===== src/rtl/piezo_pkg.sv =====
// Shared types for the piezo output stage: FSM states, request encoding
// and the request decoder used at the input register.
package piezo_pkg;

    typedef enum logic [2:0] {
        ST_IDLE = 3'd0,
        ST_POS  = 3'd1,
        ST_NEG  = 3'd2,
        ST_DEAD = 3'd3,
        ST_TRIP = 3'd4
    } drv_state_t;

    typedef enum logic [1:0] {
        REQ_IDLE = 2'b00,
        REQ_NEG  = 2'b01,
        REQ_POS  = 2'b10,
        REQ_ILL  = 2'b11
    } req_t;

    // Mute wins over everything; the illegal 11 pattern decodes as idle.
    function automatic req_t decode_req(input logic p, input logic n, input logic mute);
        req_t r;
        if (mute) begin
            r = REQ_IDLE;
        end else begin
            case ({p, n})
                2'b10:   r = REQ_POS;
                2'b01:   r = REQ_NEG;
                default: r = REQ_IDLE;
            endcase
        end
        return r;
    endfunction

endpackage


===== src/rtl/piezo_wdog.sv =====
// Hold-time watchdog: counts cycles spent in one polarity and flags a trip
// on the last allowed cycle so the counter can never wrap.
module piezo_wdog
    import piezo_pkg::*;
#(
    parameter int MAX_HOLD = 32768
) (
    input  logic clk,
    input  logic rst,
    input  logic clear,
    input  logic count_en,
    output logic trip
);

    localparam int HW = (MAX_HOLD > 2) ? $clog2(MAX_HOLD) : 1;
    localparam logic [HW-1:0] HOLD_LAST = HW'(MAX_HOLD - 1);

    logic [HW-1:0] hold_cnt_r;

    // Hold counter, saturating at the trip value.
    always_ff @(posedge clk or posedge rst) begin
        if (rst) begin
            hold_cnt_r <= {HW{1'b0}};
        end else if (clear) begin
            hold_cnt_r <= {HW{1'b0}};
        end else if (count_en && (hold_cnt_r != HOLD_LAST)) begin
            hold_cnt_r <= hold_cnt_r + {{(HW-1){1'b0}}, 1'b1};
        end else begin
            hold_cnt_r <= hold_cnt_r;
        end
    end

    assign trip = count_en && (hold_cnt_r == HOLD_LAST);

endmodule


===== src/rtl/piezo_drv.sv =====
// Piezo H-bridge output stage: dead-time on polarity changes, volume PWM,
// mute, and a DC-hold watchdog that trips to a latched all-low state.
module piezo_drv
    import piezo_pkg::*;
#(
    parameter int DEAD_CYC = 8,
    parameter int MAX_HOLD = 32768
) (
    input  logic       clk,
    input  logic       rst,
    input  logic       piezo_in,
    input  logic       piezo_n_in,
    input  logic       mute,
    input  logic [2:0] vol,
    input  logic       clr_fault,
    output logic       drv_p,
    output logic       drv_n,
    output logic       active,
    output logic       fault
);

    localparam int DW = $clog2(DEAD_CYC + 1);
    localparam logic [DW-1:0] DEAD_LAST = DW'(DEAD_CYC - 1);

    req_t          req_r;
    logic          ill_r;
    drv_state_t    state_r;
    drv_state_t    state_nx;
    logic [DW-1:0] dead_cnt_r;
    logic [2:0]    pwm_r;
    logic          polar_s;
    logic          trip_s;
    logic          fault_set_s;
    logic          drv_p_nx;
    logic          drv_n_nx;
    logic          drv_p_r;
    logic          drv_n_r;
    logic          active_r;
    logic          fault_r;

    // Input request register; the illegal 11 pattern is captured separately.
    always_ff @(posedge clk or posedge rst) begin
        if (rst) begin
            req_r <= REQ_IDLE;
            ill_r <= 1'b0;
        end else begin
            req_r <= decode_req(piezo_in, piezo_n_in, mute);
            ill_r <= piezo_in & piezo_n_in & ~mute;
        end
    end

    assign polar_s = (state_r == ST_POS) || (state_r == ST_NEG);

    piezo_wdog #(
        .MAX_HOLD (MAX_HOLD)
    ) u_wdog (
        .clk      (clk),
        .rst      (rst),
        .clear    (~polar_s),
        .count_en (polar_s),
        .trip     (trip_s)
    );

    // Next-state logic; a polarity change always detours through DEAD.
    always_comb begin
        state_nx = state_r;
        case (state_r)
            ST_IDLE: begin
                if (req_r == REQ_POS) begin
                    state_nx = ST_POS;
                end else if (req_r == REQ_NEG) begin
                    state_nx = ST_NEG;
                end else begin
                    state_nx = ST_IDLE;
                end
            end
            ST_POS: begin
                if (req_r != REQ_POS) begin
                    state_nx = ST_DEAD;
                end else if (trip_s) begin
                    state_nx = ST_TRIP;
                end else begin
                    state_nx = ST_POS;
                end
            end
            ST_NEG: begin
                if (req_r != REQ_NEG) begin
                    state_nx = ST_DEAD;
                end else if (trip_s) begin
                    state_nx = ST_TRIP;
                end else begin
                    state_nx = ST_NEG;
                end
            end
            ST_DEAD: begin
                if (dead_cnt_r == DEAD_LAST) begin
                    case (req_r)
                        REQ_POS: state_nx = ST_POS;
                        REQ_NEG: state_nx = ST_NEG;
                        default: state_nx = ST_IDLE;
                    endcase
                end else begin
                    state_nx = ST_DEAD;
                end
            end
            ST_TRIP: begin
                if (req_r == REQ_IDLE) begin
                    state_nx = ST_IDLE;
                end else begin
                    state_nx = ST_TRIP;
                end
            end
            default: state_nx = ST_IDLE;
        endcase
    end

    // Fault sources and output leg drive for the coming cycle.
    always_comb begin
        fault_set_s = ill_r | (polar_s & (state_nx == ST_TRIP));
        drv_p_nx    = 1'b0;
        drv_n_nx    = 1'b0;
        if (state_r == ST_POS) begin
            drv_p_nx = (pwm_r <= vol);
        end else if (state_r == ST_NEG) begin
            drv_n_nx = (pwm_r <= vol);
        end else begin
            drv_p_nx = 1'b0;
            drv_n_nx = 1'b0;
        end
    end

    // State, dead-time and PWM counters.
    always_ff @(posedge clk or posedge rst) begin
        if (rst) begin
            state_r    <= ST_IDLE;
            dead_cnt_r <= {DW{1'b0}};
            pwm_r      <= 3'd0;
        end else begin
            state_r    <= state_nx;
            dead_cnt_r <= (state_r == ST_DEAD) ? dead_cnt_r + {{(DW-1){1'b0}}, 1'b1}
                                               : {DW{1'b0}};
            pwm_r      <= pwm_r + 3'd1;
        end
    end

    // Registered pins and sticky fault; a set beats a clear, TRIP ignores clears.
    always_ff @(posedge clk or posedge rst) begin
        if (rst) begin
            drv_p_r  <= 1'b0;
            drv_n_r  <= 1'b0;
            active_r <= 1'b0;
            fault_r  <= 1'b0;
        end else begin
            drv_p_r  <= drv_p_nx;
            drv_n_r  <= drv_n_nx;
            active_r <= polar_s;
            if (fault_set_s) begin
                fault_r <= 1'b1;
            end else if (clr_fault && (state_r != ST_TRIP)) begin
                fault_r <= 1'b0;
            end else begin
                fault_r <= fault_r;
            end
        end
    end

    assign drv_p  = drv_p_r;
    assign drv_n  = drv_n_r;
    assign active = active_r;
    assign fault  = fault_r;

endmodule


===== config.mk =====
export PLATFORM = sky130hd
export DESIGN_NAME = piezo_drv
export DESIGN_NICKNAME = d
export VERILOG_FILES = /design/src/rtl/piezo_pkg.sv /design/src/rtl/piezo_wdog.sv /design/src/rtl/piezo_drv.sv
export SDC_FILE = /design/constraint.sdc
export NUM_CORES = 1
export LEC_CHECK = 0
export BUFFER_PORTS_ARGS = -buffer_cell sky130_fd_sc_hd__buf_2
export CORE_MARGIN = 5
export CORE_UTILIZATION = 56
export CTS_BUF_LIST = sky130_fd_sc_hd__clkbuf_8
export DETAILED_ROUTE_END_ITERATION = 8
export MAX_ROUTING_LAYER = met4
export PLACE_DENSITY = 0.75
export SYNTH_ARGS = -nofsm -noshare
export SYNTH_HDL_FRONTEND = slang
export SYNTH_SLANG_ARGS = --single-unit

===== constraint.sdc =====
create_clock -name clk -period 2.4 [get_ports clk]
set_clock_uncertainty 0.1 [all_clocks]
set_input_delay 0 -clock clk [delete_from_list [all_inputs] [get_ports clk]]
set_output_delay 0 -clock clk [all_outputs]
set_load 0.03 [all_outputs]

; Word level (Yosys, flattened, before mapping)
; Index checks and enable logic that the tools add are counted.
[totals]
reg_bits = 32
output_inout_bits = 4
elab_cells = 62
[classes]
add_sub_neg = 3
n_lt_le_gt_ge = 1
n_eq_ne = 16
n_mux = 20
bitwise = 5
n_reduce_logical = 7
[ops]
columns = operator, n
row1 = 15-bit 2-to-1 mux, 2
row2 = 3-bit 2-to-1 mux, 6
row3 = "15-bit by 1-bit adder with 15-bit output, second input constant", 1
row4 = "15-bit == test, second input constant", 1
row5 = "15-bit != test, second input constant", 1
row6 = 3-bit one-hot mux with 5 select lines, 1
row7 = 2-bit one-hot mux with 2 select lines, 2
row8 = "3-bit by 2-bit == test with 1-bit output, second input constant", 2
row9 = "3-bit == test, second input constant", 2
row10 = 2-bit 2-to-1 mux, 3
row11 = 1-bit 2-to-1 mux, 5
row12 = "4-bit by 1-bit adder with 4-bit output, second input constant", 1
row13 = "2-bit by 1-bit == test with 1-bit output, second input constant", 2
row14 = "2-bit == test, second input constant", 2
row15 = "4-bit by 3-bit == test with 1-bit output, second input constant", 1
row16 = 4-bit 2-to-1 mux, 1
row17 = "2-bit by 1-bit != test with 1-bit output, second input constant", 2
row18 = "3-bit by 1-bit adder with 3-bit output, second input constant", 1
row19 = 1-bit AND, 3
row20 = "3-bit by 1-bit == test with 1-bit output, second input constant", 1
row21 = 3-bit <= comparator, 1
row22 = 1-bit logical AND, 3
row23 = 3-bit zero test, 1
row24 = "3-bit != test, second input constant", 1
row25 = 6 further kinds, 6

; Depth between registers and ports, before layout
; Gate-level depths: netlist of run 1.
[logic_depth]
depth_word = 10
mapped_depth = 7
mapped_depth_nobuf = 6

; Cells and area by module
; From an unflattened synthesis of run 1, not the netlist that was laid out.
[unflattened]
hier_cells = 166
hier_area_um2 = 1667.8
[by_module_without_submodules]
columns = module, n_inst, cells_per_inst, area_each_um2, seq_area_each_um2
row1 = piezo_wdog, 1, 91, 862.1, 375.4
row2 = piezo_drv, 1, 75, 805.8, 425.4

; Least setup slack after synthesis of run 1
; OpenSTA, ideal clock, no wires.
[synth_timing]
path_kind = flip-flop to flip-flop
startpoint = register u_wdog.hold_cnt_r[0]
endpoint = register u_wdog.hold_cnt_r[9]
setup_ns = 0.077
t_arrival_ns = 1.608
required_ns = 2.223
path_slack_ns = 0.614
path_stages_with_launch = 7
n_path_buf = 1
path_cell_list = dfrtp_1 > ha_1 > nand4_1 > nor4_1 > clkbuf_2 > or4_2 > a21oi_1
[synth_via]
elab_chain_cells = 3
elab_cells_between_ends = 6
cone_classes = add/sub: 1 / eq/ne: 2 / mux: 2 / reduce/logical: 1
[synth_lines]
columns = element, line
row1 = from (decl), piezo_wdog.sv:18  ; logic [HW-1:0] hold_cnt_r;
row2 = from (signal assigned), piezo_wdog.sv:23  ; hold_cnt_r <= {HW{1'b0}};
row3 = from (signal assigned), piezo_wdog.sv:25  ; hold_cnt_r <= {HW{1'b0}};
row4 = from (signal assigned), piezo_wdog.sv:27  ; hold_cnt_r <= hold_cnt_r + {{(HW-1){1'b0}}, 1'b1};
row5 = 15-bit by 1-bit adder with 15-bit output or 15-bit != test (tied branches), "piezo_wdog.sv:27, piezo_wdog.sv:26"
row6 = 15-bit 2-to-1 mux or 1-bit logical AND (tied branches), piezo_wdog.sv:26  ; end else if (count_en && (hold_cnt_r != HOLD_LAST)) begin
row7 = 15-bit 2-to-1 mux or 2-bit by 1-bit != test with 1-bit output (tied branches), -
; Parallel ways exist; a longest one is shown, timed or not. The select of a mux whose other input is x is not followed.
; A chain may end at the register's enable or synchronous reset.

; Worst setup path after layout of run 1
[layout_timing]
startpoint = register u_wdog.hold_cnt_r[0]
endpoint = register u_wdog.hold_cnt_r[11]
; The elaborated chain is that of the path after synthesis.

==> results of run 1 <==
## cells in the final DEF (no fill, tap or decap), drive strengths merged, types with 4 or more instances in the layout
cell type    instances
nor2                14
dfrtp               32
nand2                8
nand2b               6
o21ai               10
nand3                6
ha                   6
or3                  5
inv                  7
buf                 14
a21oi                8
a31oi                4
nor3                 4
clkbuf               6
dlygate4sd3          7
## what timing repair did
item / CTS / global route
buffers inserted: 0 / 0
hold buffers: 7 / 0
gates resized for setup: 0 / 0
endpoints found under the hold margin: 36 / 0
## cell type report
class,instances,share of cell area
Clock buffer,6,0.0447
Clock inverter,2,0.00609
Inverter,6,0.0122
Multi-Input combinational cell,116,0.405
Sequential cell,32,0.433
Tap cell,31,0.0210
Timing Repair Buffer,21,0.0785
## stage by stage
stage | cells | hold WS, ns
after global placement | 199 | -0.00351
after floorplan | 161 | -0.0308
final | 214 | 0.0863
after global routing | 214 | 0.131
after CTS | 214 | 0.0969
after detailed placement | 199 | 0.00559
## kinds of logic after synthesis
logic type	count (synthesis)	synth area share
adders and majority gates	6	0.0468
xor gates and xnor gates	5	0.0273
DFF	32	0.499
buffers and inverters	13	0.0390
muxes	2	0.0125
AOI/OAI and AO/OA	35	0.134
and+or+nand+nor	68	0.242
## sequential cells by signal, summed over array words and instances (netlist names)
register / flops
ill_r: 1
req_r: 2
fault: 1
state_r: 3
active: 1
pwm_r: 3
drv_p: 1
dead_cnt_r: 4
u_wdog.hold_cnt_r: 15
drv_n: 1
## metal layers
layer	vias to the layer above	global-route usage	share of wire
li1	628	-	-
met1	618	0.232	0.46
met2	39	0.254	0.47
met3	6	0.0444	0.058
met4	0	0.0831	0.014
met5	-	-	0
## worst max-delay path: stages, from the launching register on
cell and delay, ns:
dfrtp_1 0.43, ha_1 0.28, nand4_1 0.14, nor4_2 0.37, buf_4 0.29, nand4b_1 0.15
mux2i_1 0.19
## report_power, final
| group | internal (W) | total, W | switching, W |
|---|---|---|---|
| logic | 0.000137 | 0.000352 | 0.000215 |
| clock network | 0.000228 | 0.000427 | 0.000198 |
| registers | 0.000612 | 0.000681 | 0.0000692 |
| total | 0.000978 | 0.00146 | 0.000482 |
## worst max-delay path by stage
stage	start	end	slack, ns
3_3_place_gp	u_wdog.hold_cnt_r[0]	u_wdog.hold_cnt_r[11]	0.55
6_report	u_wdog.hold_cnt_r[0]	u_wdog.hold_cnt_r[11]	0.38
2_1_floorplan	u_wdog.hold_cnt_r[0]	u_wdog.hold_cnt_r[9]	0.61
3_5_place_dp	u_wdog.hold_cnt_r[0]	u_wdog.hold_cnt_r[11]	0.41
4_1_cts	u_wdog.hold_cnt_r[0]	u_wdog.hold_cnt_r[11]	0.40
5_1_grt	u_wdog.hold_cnt_r[0]	u_wdog.hold_cnt_r[11]	0.16
==> results by group, run 1 <==
Floorplan
  – Die height: 63.5 um
  – # rows: 19
  – Die W: 63.5 um
  – Total core area: 2760 um2
  – DIE AREA: 4040 um2
  – I/O pin cnt: 13
  – Starting Density: 0.582

CTS
  – Longest Clk Path Bufs: 2
  – Clk_lat worst skew: 0.29 ns
  – Num CTS Buffers: 5
  – Clk pin slew, worst setup/hold paths: 0.07 ns
  – Clock root buffer: clkbuf_8
  – Clock net sink count: 32
  – H-tree Lvls: 2
  – CTS tree: built

Synth
  – Unique cell type count in the Yosys netlist: 44
  – Syn_area_per_cell: 9.97 um2
  – Top FF cell, synth: dfrtp_1
  – Synth cell count leaders: dfrtp_1 (32), nor2_1 (14), o21ai_0 (10), a21oi_1 (8), nand2_1 (8)
  – Register area share after synthesis: 0.499
  – Synth warn: 0
  – Post-synth EDFFs: 0
  – Yosys reg bits: 32
  – Synth area leaders: dfrtp_1 (50%), ha_1 (4.7%), nor2_1 (3.3%)
  – Syn Inst Count: 161
  – Async SR Flop Fraction: 1.00
  – Synthesized Nets: 176
  – Cell with the most instances after synthesis: dfrtp_1
  – Yosys top cell by area: dfrtp_1
  – Cell area after synthesis: 1610 um2
  – Top-area cell type share of the netlist area: 0.499

Global route
  – Global route total overflow: 0
  – Vias in the first global route: 1,187
  – Largest net degree at the start of global routing: 33
  – First-pass GRT wire length: 5490 um
  – GRT Total Usage: 0.176
  – Initial antenna violation count: 0

Timing
  – Final setup vio count: 0
  – Worst-margin pin slew: 0.468 ns
  – Tcrit/Tclk final: 0.843
  – Setup total negative slack: 0 ns
  – RSZ-0062 raised after global routing: false
  – Slew Limit Fails: 0
  – Setup WS post-layout: 0.378 ns
  – Slew HR: 0.685
  – Final hold violations: 0
  – Fin crit period: 2.02 ns
  – Maximum clock rate: 494 MHz

Worst setup path
  – Critical path class: register to register
  – Worst Path Required: 2.51 ns
  – Worst reg2reg path startpoint: u_wdog.hold_cnt_r[0]
  – Crit path max fanout: 15
  – Worst reg-to-reg setup slack: 0.38 ns
  – Worst R2R End: u_wdog.hold_cnt_r[11]
  – CP Launch Type: register
  – Cells on worst reg2reg path: 6
  – Crit. End Element: register
  – CP Data Arrival Time: 2.13 ns

Route
  – DR vias: 1,291
  – 1st-iter DRT viols: 90
  – WL/cell: 14.7 um
  – Antenna Nets Post-Route: 0
  – DR DRC count: 0
  – DR pass1 iterations: 4
  – Vias/cell: 6.03
  – Final Routed Wirelength: 3150 um

Place
  – DP HPWL: 2150 um
  – Placed cell area: 1690 um2
  – Pre-CTS WS: 0.408 ns
  – Port Buf Inserts: 12
  – Routability Congestion: 0.901

Worst hold path
  – Worst hold path stage count: 4
  – HP Start: vol[0]
  – Hold Path Class: input pin to register
  – Worst hold endpoint: drv_p

Flow run
  – Max_cap viols: 0

Final layout
  – Share of cells above drive strength 1: 0.153
  – Number of fillers in the final layout: 213
  – Final #Nets: 197
  – Final Cell Area: 1850 um2
  – Post-layout util: 0.671
  – Area taken by multi-input logic gates: 748 um2
  – Area Growth Syn to Fin: 15.2%
  – Number of diodes: 0
  – Register area: 801 um2

Pwr
  – IR drop worst, VDD: 525 uV
  – Final Power: 0.00146 W
  – Cell Pwr Density: 789 nW/um2
  – Pleak: 0.834 nW

Outcome
  – Status: completed
(Power assumes the default switching activity.)
==> run 2: changes to the inputs <==
==> constraint.sdc (replaced) <==
create_clock -name clk -period 2.1 [get_ports clk]
set_clock_uncertainty 0.1 [all_clocks]
set_input_delay 0 -clock clk [delete_from_list [all_inputs] [get_ports clk]]
set_output_delay 0 -clock clk [all_outputs]
set_load 0.03 [all_outputs]
==> results by group, run 2 (synthesis results as in run 1) <==
Outcome
  – Status: completed

Pwr
  – IR drop worst, VDD: 582 uV
  – Cell Pwr Density: 872 nW/um2
  – Pleak: 0.847 nW

Place
  – Routability Congestion: 0.897
  – DP HPWL: 2110 um
  – Port Buf Inserts: 12
  – Placed cell area: 1690 um2

Worst setup path
  – Worst reg2reg path startpoint: u_wdog.hold_cnt_r[0]
  – Crit path max fanout: 15
  – Worst R2R End: u_wdog.hold_cnt_r[11]
  – CP bufs+invs: 1
  – Crit path max-delay family: simple AND/OR/NAND/NOR gates
  – CP Launch Type: register
  – CP Data Arrival Time: 2.04 ns
  – Worst Path Required: 2.21 ns
  – Max incr delay on CP: 0.42 ns
  – Crit. End Element: register
  – CP max stage cell: dfrtp_1
  – Worst reg-to-reg setup slack: 0.17 ns
  – Critical path class: register to register
  – Cells on worst reg2reg path: 6
  – Worst path cell trace: ha_1 > nand4_1 > nor4_4 > buf_4 > nand4b_1 > mux2i_1

Floorplan
  – Die height: 63.5 um
  – # rows: 19
  – Total core area: 2760 um2
  – Die W: 63.5 um
  – DIE AREA: 4040 um2
  – I/O pin cnt: 13
  – Starting Density: 0.582

Worst hold path
  – Worst hold path stage count: 4
  – Hold Path Class: input pin to register
  – Worst hold endpoint: drv_p
  – HP Start: vol[0]

Final layout
  – Most frequent cells in the layout: dfrtp_1 (32), nor2_1 (14), buf_2 (12)
  – Biggest register: u_wdog.hold_cnt_r
  – Final #Nets: 197
  – Area Growth Syn to Fin: 14.7%
  – Number of diodes: 0
  – Top Registers: u_wdog.hold_cnt_r x15, dead_cnt_r x4
  – Share of cells above drive strength 1: 0.148
  – Number of fillers in the final layout: 212
  – Final Cell Area: 1840 um2
  – Commonest non-fill, non-tap cell in the layout: dfrtp_1
  – Number of flip-flops in the largest register: 15

CTS
  – Postcts setup bufs: 0
  – Clock root buffer: clkbuf_8
  – Clk_lat worst skew: 0.29 ns
  – Longest Clk Path Bufs: 2
  – H-tree Lvls: 2
  – CTS tree: built
  – Clk pin slew, worst setup/hold paths: 0.06 ns
  – Num CTS Buffers: 5
  – Clock net sink count: 32

Timing
  – Final hold violations: 0
  – Slew HR: 0.670
  – Fin crit period: 1.93 ns
  – Final setup vio count: 0
  – Maximum clock rate: 517 MHz
  – Tcrit/Tclk final: 0.921
  – Slew Limit Fails: 0
  – Setup total negative slack: 0 ns
  – Worst-margin pin slew: 0.491 ns
  – RSZ-0062 raised after global routing: false

Flow run
  – Max_cap viols: 0

Global route
  – Initial antenna violation count: 0
  – Global route total overflow: 0
  – Vias in the first global route: 1,248
  – GRT Total Usage: 0.186
  – Largest net degree at the start of global routing: 33
  – First-pass GRT wire length: 5770 um

Route
  – Vias/cell: 5.94
  – Antenna Nets Post-Route: 0
  – DR pass1 iterations: 4
  – DR DRC count: 0
  – WL/cell: 14.8 um
  – Final Routed Wirelength: 3150 um
  – 1st-iter DRT viols: 121
  – DR vias: 1,266
==> run 2: cell types whose count changed in the layout (fill, tap and decap cells not counted), sizes merged <==
cell      previous run  this run
clkbuf               6         5
clkinv               0         1
clkinvlp             1         0
==> run 2: how the worst max path moves through the flow <==
| stage | from | endpoint | cells after the start |
|---|---|---|---|
| 3_3_place_gp | u_wdog.hold_cnt_r[0] | u_wdog.hold_cnt_r[11] | 6 |
| 4_1_cts | u_wdog.hold_cnt_r[0] | u_wdog.hold_cnt_r[11] | 6 |
| 5_1_grt | u_wdog.hold_cnt_r[0] | u_wdog.hold_cnt_r[11] | 6 |
| 2_1_floorplan | u_wdog.hold_cnt_r[0] | u_wdog.hold_cnt_r[9] | 6 |
| 3_5_place_dp | u_wdog.hold_cnt_r[0] | u_wdog.hold_cnt_r[11] | 6 |
| 6_report | u_wdog.hold_cnt_r[0] | u_wdog.hold_cnt_r[11] | 6 |
==> run 2: through the flow <==
| stage | cells | power, W | utilization | worst slack (ns) | hold slack (ns) |
|---|---|---|---|---|---|
| global placement | 199 | 0.00116 | 0.611 | 0.248 | -0.00357 |
| detailed placement | 199 | 0.00118 | 0.611 | 0.129 | 0.00208 |
| finish | 213 | 0.00161 | 0.668 | 0.167 | 0.0944 |
| global route | 213 | 0.00171 | 0.668 | 0.0212 | 0.138 |
| CTS | 213 | 0.00162 | 0.665 | 0.108 | 0.0895 |
| floorplan | 161 | 0.00111 | - | 0.314 | -0.0308 |
==> run 2: routing by layer <==
metal / vias up / GRT usage / share of wire
li1: 621 / - / -
met1: 596 / 0.249 / 0.44
met2: 41 / 0.261 / 0.48
met3: 8 / 0.0604 / 0.054
met4: 0 / 0.0701 / 0.018
met5: - / - / 0
==> run 2: repair_timing <==
item,4_1_cts,5_1_grt
hold buffers,7,0
endpoints found under the hold margin,36,0
setup endpoints to repair,0,7
resized for setup,0,1
==> run 2: area by class of cell <==
cell class	count	area [um2]	area share
clock inverter	2	8.76	0.00476
multi-input combinational	116	757	0.411
clock buffer	5	68.8	0.0374
tap	31	38.8	0.0211
timing repair buffer	21	145	0.0788
inverter	6	22.5	0.0122
sequential	32	801	0.435
==> run 2: power by group <==
part / internal (W) / switching, W
combinational: 0.000157 / 0.000241
sequential: 0.000700 / 0.0000771
clock: 0.000220 / 0.000212
==> run 2: tightest hold or removal path: stages <==
cell and delay (ns):
buf_2 0.08, ha_1 0.12, a32oi_1 0.13, nor2_1 0.11
